[src/rtl/mul_ctrl_pkg.sv]
// -----------------------------------------------------------------------------
// mul_ctrl_pkg
//   Shared definitions for the shared-multiplier controller:
//     - state_e     : controller FSM encoding (IDLE / CALC / DONE)
//     - OWNER_REQ0/1: identifiers of the two requesters (also used as the
//                     round-robin pointer value)
//     - CNT_W       : width of the multicycle countdown (covers 1..15 cycles)
// -----------------------------------------------------------------------------
package mul_ctrl_pkg;

  typedef enum logic [1:0] {
    ST_IDLE = 2'd0,
    ST_CALC = 2'd1,
    ST_DONE = 2'd2
  } state_e;

  localparam logic OWNER_REQ0 = 1'b0;
  localparam logic OWNER_REQ1 = 1'b1;

  localparam int CNT_W = 4;

endpackage : mul_ctrl_pkg

[src/rtl/mul_tree32.sv]
// -----------------------------------------------------------------------------
// mul_tree32
//   Purely combinational 32x32 signed multiplier returning the low 32 bits of
//   the two's-complement product. It is intended to be fed from stable
//   registers and sampled as a multicycle path.
// Ports
//   a        in  32  multiplicand (signed)
//   b        in  32  multiplier (signed)
//   product  out 32  low 32 bits of a*b (wraps on overflow)
// -----------------------------------------------------------------------------
module mul_tree32 (
  input  logic [31:0] a,
  input  logic [31:0] b,
  output logic [31:0] product
);

  // The low half of a product is identical for signed and unsigned operands,
  // so a 32-bit result width is sufficient; operands are still treated as
  // signed to document intent.
  assign product = $signed(a) * $signed(b);

endmodule : mul_tree32

[src/rtl/mul_share_ctrl.sv]
// -----------------------------------------------------------------------------
// mul_share_ctrl
//   Shares one combinational multiplier (mul_tree32) between two requesters
//   with round-robin arbitration. Operands are captured on acceptance and held
//   for MUL_CYCLES cycles while the tree settles; the truncated product is then
//   registered on the owner's response channel until it is consumed.
// Parameters
//   MUL_CYCLES  cycles allotted to the multiplier tree (1..15)
//   TAG_W       width of the opaque tag echoed request -> response
// Ports
//   clk, rst_n                 clock, asynchronous active-low reset
//   reqN_valid/ready           request handshake for requester N (0/1)
//   reqN_a, reqN_b, reqN_tag   operands and tag of requester N
//   rspN_valid/ready           response handshake for requester N
//   rspN_result, rspN_tag      registered result and tag for requester N
//   busy                       high whenever an operation is in flight
// -----------------------------------------------------------------------------
module mul_share_ctrl
  import mul_ctrl_pkg::*;
#(
  parameter int MUL_CYCLES = 2,
  parameter int TAG_W      = 4
) (
  input  logic             clk,
  input  logic             rst_n,
  input  logic             req0_valid,
  output logic             req0_ready,
  input  logic [31:0]      req0_a,
  input  logic [31:0]      req0_b,
  input  logic [TAG_W-1:0] req0_tag,
  input  logic             req1_valid,
  output logic             req1_ready,
  input  logic [31:0]      req1_a,
  input  logic [31:0]      req1_b,
  input  logic [TAG_W-1:0] req1_tag,
  output logic             rsp0_valid,
  input  logic             rsp0_ready,
  output logic [31:0]      rsp0_result,
  output logic [TAG_W-1:0] rsp0_tag,
  output logic             rsp1_valid,
  input  logic             rsp1_ready,
  output logic [31:0]      rsp1_result,
  output logic [TAG_W-1:0] rsp1_tag,
  output logic             busy
);

  localparam logic [CNT_W-1:0] CNT_LOAD = CNT_W'(MUL_CYCLES - 1);

  state_e             state_q, state_d;
  logic [CNT_W-1:0]   cnt_q, cnt_d;
  logic               rr_ptr_q, rr_ptr_d;
  logic               owner_q, owner_d;
  logic [31:0]        a_q, a_d;
  logic [31:0]        b_q, b_d;
  logic [TAG_W-1:0]   tag_q, tag_d;
  logic [31:0]        res0_q, res0_d;
  logic [31:0]        res1_q, res1_d;
  logic [TAG_W-1:0]   rtag0_q, rtag0_d;
  logic [TAG_W-1:0]   rtag1_q, rtag1_d;

  logic               grant_vld;
  logic               grant;
  logic               accept;
  logic               owner_rsp_ready;
  logic [31:0]        product;

  // The tree only ever sees the operand registers, never the request ports.
  mul_tree32 u_tree (
    .a       (a_q),
    .b       (b_q),
    .product (product)
  );

  // Round-robin arbitration: the pointer only breaks ties.
  always_comb begin
    grant_vld = 1'b0;
    grant     = OWNER_REQ0;
    if (req0_valid && req1_valid) begin
      grant_vld = 1'b1;
      grant     = rr_ptr_q;
    end else if (req0_valid) begin
      grant_vld = 1'b1;
      grant     = OWNER_REQ0;
    end else if (req1_valid) begin
      grant_vld = 1'b1;
      grant     = OWNER_REQ1;
    end else begin
      grant_vld = 1'b0;
      grant     = OWNER_REQ0;
    end
  end

  // Handshake and response-channel decode. Ready is gated by rst_n so that
  // nothing is accepted while reset is held, even though the FSM is in IDLE.
  always_comb begin
    accept          = rst_n && (state_q == ST_IDLE) && grant_vld;
    req0_ready      = accept && (grant == OWNER_REQ0);
    req1_ready      = accept && (grant == OWNER_REQ1);
    rsp0_valid      = (state_q == ST_DONE) && (owner_q == OWNER_REQ0);
    rsp1_valid      = (state_q == ST_DONE) && (owner_q == OWNER_REQ1);
    owner_rsp_ready = (owner_q == OWNER_REQ1) ? rsp1_ready : rsp0_ready;
    busy            = (state_q != ST_IDLE);
    rsp0_result     = res0_q;
    rsp0_tag        = rtag0_q;
    rsp1_result     = res1_q;
    rsp1_tag        = rtag1_q;
  end

  // FSM next-state, operand capture, countdown and result loading.
  always_comb begin
    state_d  = state_q;
    cnt_d    = cnt_q;
    rr_ptr_d = rr_ptr_q;
    owner_d  = owner_q;
    a_d      = a_q;
    b_d      = b_q;
    tag_d    = tag_q;
    res0_d   = res0_q;
    res1_d   = res1_q;
    rtag0_d  = rtag0_q;
    rtag1_d  = rtag1_q;
    case (state_q)
      ST_IDLE: begin
        if (accept) begin
          owner_d  = grant;
          rr_ptr_d = ~grant;
          cnt_d    = CNT_LOAD;
          a_d      = (grant == OWNER_REQ1) ? req1_a   : req0_a;
          b_d      = (grant == OWNER_REQ1) ? req1_b   : req0_b;
          tag_d    = (grant == OWNER_REQ1) ? req1_tag : req0_tag;
          state_d  = ST_CALC;
        end else begin
          state_d  = ST_IDLE;
        end
      end
      ST_CALC: begin
        if (cnt_q != {CNT_W{1'b0}}) begin
          cnt_d = cnt_q - {{(CNT_W-1){1'b0}}, 1'b1};
        end else begin
          // Results are kept per channel so an idle channel holds its value.
          if (owner_q == OWNER_REQ1) begin
            res1_d  = product;
            rtag1_d = tag_q;
          end else begin
            res0_d  = product;
            rtag0_d = tag_q;
          end
          state_d = ST_DONE;
        end
      end
      ST_DONE: begin
        if (owner_rsp_ready) begin
          state_d = ST_IDLE;
        end else begin
          state_d = ST_DONE;
        end
      end
      default: begin
        state_d = ST_IDLE;
      end
    endcase
  end

  // State and datapath registers; reset discards any in-flight operation.
  always_ff @(posedge clk or negedge rst_n) begin
    if (!rst_n) begin
      state_q  <= ST_IDLE;
      cnt_q    <= {CNT_W{1'b0}};
      rr_ptr_q <= OWNER_REQ0;
      owner_q  <= OWNER_REQ0;
      a_q      <= 32'h0000_0000;
      b_q      <= 32'h0000_0000;
      tag_q    <= {TAG_W{1'b0}};
      res0_q   <= 32'h0000_0000;
      res1_q   <= 32'h0000_0000;
      rtag0_q  <= {TAG_W{1'b0}};
      rtag1_q  <= {TAG_W{1'b0}};
    end else begin
      state_q  <= state_d;
      cnt_q    <= cnt_d;
      rr_ptr_q <= rr_ptr_d;
      owner_q  <= owner_d;
      a_q      <= a_d;
      b_q      <= b_d;
      tag_q    <= tag_d;
      res0_q   <= res0_d;
      res1_q   <= res1_d;
      rtag0_q  <= rtag0_d;
      rtag1_q  <= rtag1_d;
    end
  end

endmodule : mul_share_ctrl
[config.mk]
export PLATFORM = sky130hd
export DESIGN_NAME = mul_share_ctrl
export DESIGN_NICKNAME = d
export VERILOG_FILES = /design/src/rtl/mul_ctrl_pkg.sv /design/src/rtl/mul_tree32.sv /design/src/rtl/mul_share_ctrl.sv
export SDC_FILE = /design/constraint.sdc
export NUM_CORES = 1
export LEC_CHECK = 0
export CAP_MARGIN = 20
export CELL_PAD_IN_SITES_DETAIL_PLACEMENT = 1
export CELL_PAD_IN_SITES_GLOBAL_PLACEMENT = 2
export CORE_ASPECT_RATIO = 0.7
export CORE_MARGIN = 8
export CORE_UTILIZATION = 25
export DETAILED_ROUTE_END_ITERATION = 8
export GPL_TIMING_DRIVEN = 0
export HOLD_SLACK_MARGIN = 0.08
export MAX_ROUTING_LAYER = met4
export PLACE_DENSITY = 0.66
export SLEW_MARGIN = 40
export SYNTH_ARGS = -nofsm -noshare
export SYNTH_HDL_FRONTEND = slang
export SYNTH_SLANG_ARGS = --single-unit
[constraint.sdc]
create_clock -name clk -period 12.3 [get_ports clk]
set_input_delay 3.69 -clock clk [delete_from_list [all_inputs] [get_ports clk]]
set_output_delay 3.69 -clock clk [all_outputs]
set_load 0.02 [all_outputs]
---- After elaboration in Yosys (flattened, before gate mapping) ----
Index checks and enable logic that the tools add are counted.
storage, ports and cells
  bits in registers ....................... 148
  input port bits ......................... 142
  output and inout port bits .............. 77
  word-level logic and storage cells ...... 52
operators by class
  add/sub/neg operators ................... 1
  $mul .................................... 1
  equality and inequality tests ........... 5
  mux-type cells .......................... 16
  bitwise operators ....................... 3
  reductions and logical operators ........ 15
operator list
  kind                                               count
  2-to-1 mux 32 bit                                  2
  multiplier 32 x 32 -> 32 bit                       1
  2-to-1 mux 4 bit                                   3
  AND reduction 3 bit                                3
  case mux 4 bit (2 select lines)                    1
  logical AND 1 bit                                  7
  2-to-1 mux 1 bit                                   7
  != test 2 bit (second input constant)              3
  case mux 2 bit (3 select lines)                    1
  2-to-1 mux 2 bit                                   2
  nonzero test 2 bit                                 2
  nonzero test 4 bit                                 1
  subtractor 4 x 1 -> 4 bit (second input constant)  1
  NOT 1 bit                                          3
  == test 2 x 1 -> 1 bit (second input constant)     1
  == test 2 bit (second input constant)              1
  logical NOT 2 bit                                  1
  AND reduction 2 bit                                1

---- Logic depth before layout (Yosys ltp) ----
Gate-level depths: netlist of run 1.
  depth in word-level cells ............... 6
  depth in mapped cells ................... 27
  mapped depth without buffers ............ 25

---- Modules after synthesis ----
A second synthesis of run 1 with hierarchy kept.
unflattened totals
  cell total of the unflattened synthesis .. 2,236
  area total of the unflattened synthesis .. 22,417.8 um2
by module, submodules not included
  module          times used  cells an instance  area an instance (um2)  seq. area each (um2)
  mul_tree32      1           1,803              16,246.8                0.0
  mul_share_ctrl  1           433                6,170.9                 3,703.6

---- Least setup slack after synthesis of run 1 ----
No wires, ideal clock.
  kind .................................... input port to output port
  start point ............................. input req0_valid
  end point ............................... output req0_ready
  arrival ................................. 4,775 ps
  required time ........................... 8,610 ps
  path slack .............................. 3,835 ps
  stages on the path ...................... 5
  buffers on the path ..................... 2
  path through ............................ inv_1 o21ai_0 clkbuf_1 buf_1 and2_1
between the ends
  cells in the longest elaborated chain, start to end .. 4
  elaborated cells on any way between the ends .. 8
  classes of those cells .................. 4 x mux; 1 x bitwise; 3 x reduce/logical
ends and longest elaborated chain
  what                                                   RTL line                                    text
  start, declared                                        mul_share_ctrl.sv:26                        input logic req0_valid,
  2-to-1 mux 1 bit or logical AND 1 bit (tied branches)  mul_share_ctrl.sv:81, mul_share_ctrl.sv:78
  2-to-1 mux 1 bit                                       mul_share_ctrl.sv:78                        if (req0_valid && req1_valid) begin
  logical AND 1 bit or NOT 1 bit (tied branches)         mul_share_ctrl.sv:96, mul_share_ctrl.sv:97
  logical AND 1 bit (*)                                  mul_share_ctrl.sv:97                        req0_ready = accept && (grant == OWNER_REQ0);
  end, declared                                          mul_share_ctrl.sv:27                        output logic req0_ready,
Mark *: on every way between the ends. The rest lies on a longest branch, timed or not.

---- Worst setup path after layout of run 1 ----
  start point ............................. input rst_n
  end point ............................... output req1_ready
between the ends
  cells in the longest elaborated chain, start to end .. 3
ends and longest elaborated chain
  what                             RTL line              text
  start, declared                  mul_share_ctrl.sv:25  input logic rst_n,
  logical AND 1 bit (2 in series)  mul_share_ctrl.sv:96  accept = rst_n && (state_q == ST_IDLE) && grant_vld;
  logical AND 1 bit                mul_share_ctrl.sv:98  req1_ready = accept && (grant == OWNER_REQ1);
  end, declared                    mul_share_ctrl.sv:32  output logic req1_ready,
Every way passes these cells.

==> results.toml, run 1 <==
[status]
status = "completed"

[clocking]
hold_buffers = 0
post_cts.repair.setup_buffers = 0
htreeDepth = 4
cts_tree = "built"
cts_made_buffers = 17
cts.sinks = 148
clock_path_buffers = 2
clkLatencyLatePin_ns = 0.52
cts_root_buf = "clkbuf_16"
path_clk_slew_ns = 0.07
cts.repair.resized = 0

[yosys]
synthCells = 2358
synth-seq-cells = 148
syn_avg_cell_area_um2 = 9.56
syn_area_um2 = 22500
synthArstFlopShare = 1.00
synth_edf_count = 0
syn_nets = 3060
yosys_warnings = 0
synth.distinct_cells = 51
ys_seq_area_frac = 0.164
synthFlopType = "dfrtp_1"

[critical_path]
cp.buffers_inverters = 6
crit_type = "in -> out"
path_cells = "buf_8, buf_16, buf_16, o211ai_1, clkbuf_2, clkbuf_1, nor2_1, clkdlybuf4s50_1"
crit_path_frequent_cell = "buf_16"
required_ns = 8.61
cp_max_fo = 62
arrival_ns = 6.73
startpoint_type = "primary input"
cpPeakStageDelay_ns = 0.68
path_delay_family = "buffers and inverters"
endpoint_kind = "output pin"
critPathSlowestCell = "clkdlybuf4s50_1"

[global_routing]
grt_max_degree = 63
grt_pass1_vias = 19300
grt_pass1_wl_um = 129000
grt.total_usage = 0.179
gr-total-overflow = 0
antenna_found_initial = 11

[timing]
period_needed_ns = 10.42
hold_viol = 0
layout_setup_ws_ns = 1.88
worst_pin_slew_ns = 1.00
fin_crit_sh = 0.847
fmax_ghz = 0.0959
rsz0062_at_grt = "false"
slew_viol_final = 0
setup_violations = 0
tns_ns = 0
finClkSkew_ns = 0.0394
max_slew_margin = 0.331
whs_ns = 0.486

[finish]
drive_gt1_frac = 0.0425
register_area_um2 = 3700
n_fill_cell = 10200
final_nets = 3299
finalInstanceArea_um2 = 26900
layout_commonest_cell = "inv_1"
syn_to_final_growth_pct = 19.2
layout_common_cells = "inv_1, fa_1, and2_1"
multi_input_area_um2 = 16700

[drt]
routedWlPerCell_um = 22.9
ant_nets = 0
drtPass1Iterations = 5
vias = 17100
post-route-drc-count = 0
drt_iter0_markers = 954
routed_wl_um = 86900
drt-vias-per-instance = 4.50

[die]
start_util = 0.251
die_w_um = 375
num_io_pins = 219
die_h_um = 267
core_area_um2 = 89700
die_area_um2 = 100000
core.rowCount = 92

[placed_design]
place_area_um2 = 26300
post-place-ws_ns = 1.75
hpwlAfterDp_um = 74200
gp_congestion = 0.884
io_buffers = 218

[worst_hold_path]
hold_class = "reg -> reg"

[job]
maxCapViolations = 0
-- layout make-up --
type	count	area share
repair buffers	220	0.0834
plain buffers	125	0.0186
flip-flops and latches	148	0.138
diodes	7	0.000652
clock inverters	14	0.00577
well taps	1175	0.0547
multi-input cells	1648	0.622
inverters	437	0.0610
clock buffers	17	0.0158
-- flip-flops by register name (all words and copies together), names as in the netlist, 2 cells and up --
signal and count:
tag_q 4, b_q 32, rsp0_result 32, cnt_q 4, a_q 32, state_q 2
rsp0_tag 4, rsp1_tag 4, rsp1_result 32
-- worst reg2reg max path: stages (launching register included) --
cell	delay (ns)
dfrtp_1	0.46
clkbuf_1	0.67
clkbuf_1	0.70
and2_1	0.27
fa_1	0.43
fa_1	0.41
fa_1	0.49
inv_1	0.05
fa_1	0.47
inv_1	0.05
fa_1	0.46
ha_1	0.31
fa_1	0.40
fa_1	0.51
ha_1	0.44
a21oi_1	0.22
o21ai_0	0.17
a211oi_1	0.28
a21boi_0	0.60
o311ai_1	0.33
a31oi_1	0.28
xnor2_1	0.13
mux2_2	0.29
-- kinds of logic after synthesis --
logic type                 after synthesis  share of synthesized area
DFF                                    148                      0.164
muxes                                  119                     0.0556
buffers and inverters                  562                     0.0939
and+or+nand+nor                        707                      0.160
adders and majority gates              560                      0.447
xor gates and xnor gates                87                     0.0347
AOI/OAI and AO/OA                      175                     0.0454
-- metal layers --
metal | wire, um | global-route usage | part of all wire | vias up
met5 | 0 | - | 0 | -
met4 | 1320 | 0.0389 | 0.015 | 0
met3 | 3720 | 0.0201 | 0.043 | 70
met2 | 38400 | 0.264 | 0.44 | 406
met1 | 43500 | 0.263 | 0.50 | 9030
li1 | - | - | - | 7555
-- synth_stat cells, types with 2 or more instances --
cell | instances | area, um^2
mux2_2 | 50 | 563
a21boi_0 | 2 | 15.0
and3_1 | 4 | 25.0
xnor2_1 | 67 | 587
buf_2 | 2 | 10.0
nor4_1 | 3 | 18.8
fa_1 | 408 | 8170
clkbuf_1 | 115 | 432
a21o_1 | 11 | 82.6
a2111o_1 | 2 | 22.5
nand2_1 | 296 | 1110
nor2_1 | 30 | 113
o21bai_1 | 9 | 67.6
o211ai_1 | 3 | 22.5
inv_1 | 437 | 1640
xor2_1 | 18 | 158
dfrtp_1 | 148 | 3700
mux2i_1 | 69 | 691
a21oi_1 | 32 | 160
o21a_1 | 7 | 52.6
nand4_1 | 3 | 18.8
o311ai_0 | 2 | 17.5
nand3_1 | 6 | 30.0
a211oi_1 | 2 | 15.0
ha_1 | 152 | 1900
and2_1 | 352 | 2200
a31oi_1 | 5 | 31.3
buf_1 | 6 | 22.5
nor2b_1 | 4 | 25.0
nor3_1 | 4 | 20.0
o21ai_0 | 89 | 445
-- path summary, 6_finish.rpt --
path	end	start	slack, ns	cells after the start
max	req1_ready	rst_n	1.88	8
min	rsp1_tag[2]	rsp1_tag[2]	0.49	2
max reg2reg	rsp0_result[30]	a_q[4]	3.78	22
min reg2reg	rsp1_tag[2]	rsp1_tag[2]	0.49	2
max in group asynchronous	b_q[6]	rst_n	8.22	3
min in group asynchronous	rsp0_result[18]	rst_n	3.06	1
-- through the flow --
| stage | instances | util |
|---|---|---|
| 4_1_cts | 3784 | 0.300 |
| 3_5_place_dp | 3753 | 0.293 |
| 6_report | 3791 | 0.300 |
| 2_1_floorplan | 2358 | - |
| 5_1_grt | 3784 | 0.300 |
| 3_3_place_gp | 3751 | 0.292 |
Power of run 1 is not shown: default switching activity piles up to over one toggle a cycle in this logic, so the estimate is an artifact.
==> run 2, diff against run 1 <==
PLACE_DENSITY = 0.69   (was 0.66)
clock period = 8.72 ns   (was 12.3 ns; I/O delays follow)
==> run 2 against run 1 <==
- sequential share of layout area about the same
- critical path type is now reg -> reg
- register-to-register slack worse by 3.4 ns
- highest routed layer unchanged
- global-route usage down 0.13 points
- via count decreased by 0.36%
==> results.toml, run 2 (synthesis results as in run 1) <==
[status]
status = "completed"

[clocking]
post_cts.repair.setup_buffers = 0
clkLatencyLatePin_ns = 0.50
cts_made_buffers = 17
cts.sinks = 148
hold_buffers = 0
cts.repair.resized = 0
path_clk_slew_ns = 0.09
htreeDepth = 4
cts_root_buf = "clkbuf_16"
cts_tree = "built"
clock_path_buffers = 2

[finish]
final_nets = 3297
multi_input_area_um2 = 16700
layout_commonest_cell = "inv_1"
layout_common_cells = "inv_1, fa_1, and2_1"
register_area_um2 = 3700
n_fill_cell = 10200
final_core_util = 0.300
drive_gt1_frac = 0.0456
syn_to_final_growth_pct = 19.3

[critical_path]
endpoint_kind = "register"
cp_max_fo = 10
crit_type = "reg -> reg"
required_ns = 9.10
reg2reg_depth = 22
startpoint_type = "register"
reg2reg_to = "rsp1_result[30]"
critPathLaunch = "b_q[13]"
arrival_ns = 8.69
reg2reg_from = "b_q[13]"
reg2reg_slack_ns = 0.41

[die]
die_h_um = 267
die_w_um = 375
num_io_pins = 219
die_area_um2 = 100000
start_util = 0.251
core_area_um2 = 89700
core.rowCount = 92

[drt]
vias = 17000
ant_nets = 0
drt-vias-per-instance = 4.48
post-route-drc-count = 0
drt_iter0_markers = 888
routed_wl_um = 85500
drtPass1Iterations = 4
routedWlPerCell_um = 22.6

[global_routing]
grt.total_usage = 0.177
grt_max_degree = 64
grt_pass1_vias = 19500
antenna_found_initial = 12
gr-total-overflow = 0
grt_pass1_wl_um = 127000

[placed_design]
io_buffers = 218
hpwlAfterDp_um = 73100
post-place-ws_ns = 0.252
gp_congestion = 0.910

[timing]
hold_viol = 0
slew_viol_final = 0
layout_setup_ws_ns = 0.409
worst_pin_slew_ns = 0.899
finClkSkew_ns = 0.0329
rsz0062_at_grt = "false"
setup_violations = 0
fin_crit_sh = 0.953
fmax_ghz = 0.120
period_needed_ns = 8.31
max_slew_margin = 0.400
whs_ns = 0.491

[worst_hold_path]
hold_depth = 2
hold_class = "reg -> reg"
hold-path-endpoint = "rsp1_result[6]"
min_from = "rsp1_result[6]"

[job]
maxCapViolations = 0
[run 2: how the worst max path moves through the flow]
stage | end | slack [ns] | cells past startpoint
2_1_floorplan | rsp0_result[29] | 1.94 | 23
3_3_place_gp | req1_ready | -5.88 | 6
3_5_place_dp | rsp1_result[30] | 0.25 | 22
4_1_cts | rsp1_result[30] | 0.21 | 22
5_1_grt | rsp1_result[30] | 0.05 | 22
6_report | rsp1_result[30] | 0.41 | 22
[run 2: critical path, stage by stage (launching register included)]
cell and delay, ns:
dfrtp_1 0.36, clkbuf_1 0.59, clkbuf_1 0.70, nand2_1 0.16
fa_1 0.55, fa_1 0.48, fa_1 0.52, fa_1 0.51
inv_1 0.05, fa_1 0.59, fa_1 0.44, fa_1 0.49
inv_1 0.05, fa_1 0.52, inv_1 0.06, ha_1 0.36
a21o_1 0.21, a21o_1 0.20, nor3_1 0.29, o311ai_0 0.32
a31oi_1 0.30, xnor2_1 0.15, mux2_2 0.29
[run 2: layout make-up]
| class | count | area share |
|---|---|---|
| multi-input combinational | 1648 | 0.622 |
| sequential | 148 | 0.138 |
| timing repair buffer | 221 | 0.0837 |
| inverter | 437 | 0.0610 |
| tap | 1175 | 0.0546 |
| buffer | 122 | 0.0185 |
| clock buffer | 18 | 0.0163 |
| clock inverter | 14 | 0.00572 |
| antenna | 10 | 0.000930 |
[run 2: per-stage QoR]
step	std cells	setup TNS, ns	cell area (um^2)
final	3793	0	26900
after global routing	3784	0	26900
after CTS	3786	0	26900
after detailed placement	3754	0	26300
after global placement	3751	-442.82	26200
after floorplan	2358	0	22500
[run 2: per-layer routing]
metal | vias to the layer above | global-route usage | part of all wire
li1 | 7561 | - | -
met1 | 8927 | 0.242 | 0.47
met2 | 430 | 0.265 | 0.44
met3 | 81 | 0.0438 | 0.067
met4 | 0 | 0.0426 | 0.021
met5 | - | - | 0
Power of run 2 is left out for the same reason.
==> run 3, diff against run 2 <==
HOLD_SLACK_MARGIN = 0.05   (was 0.08)
==> results of run 3 <==
Final layout, timing and power as in run 2 (identical DEF).
Power of run 3 is left out for the same reason.
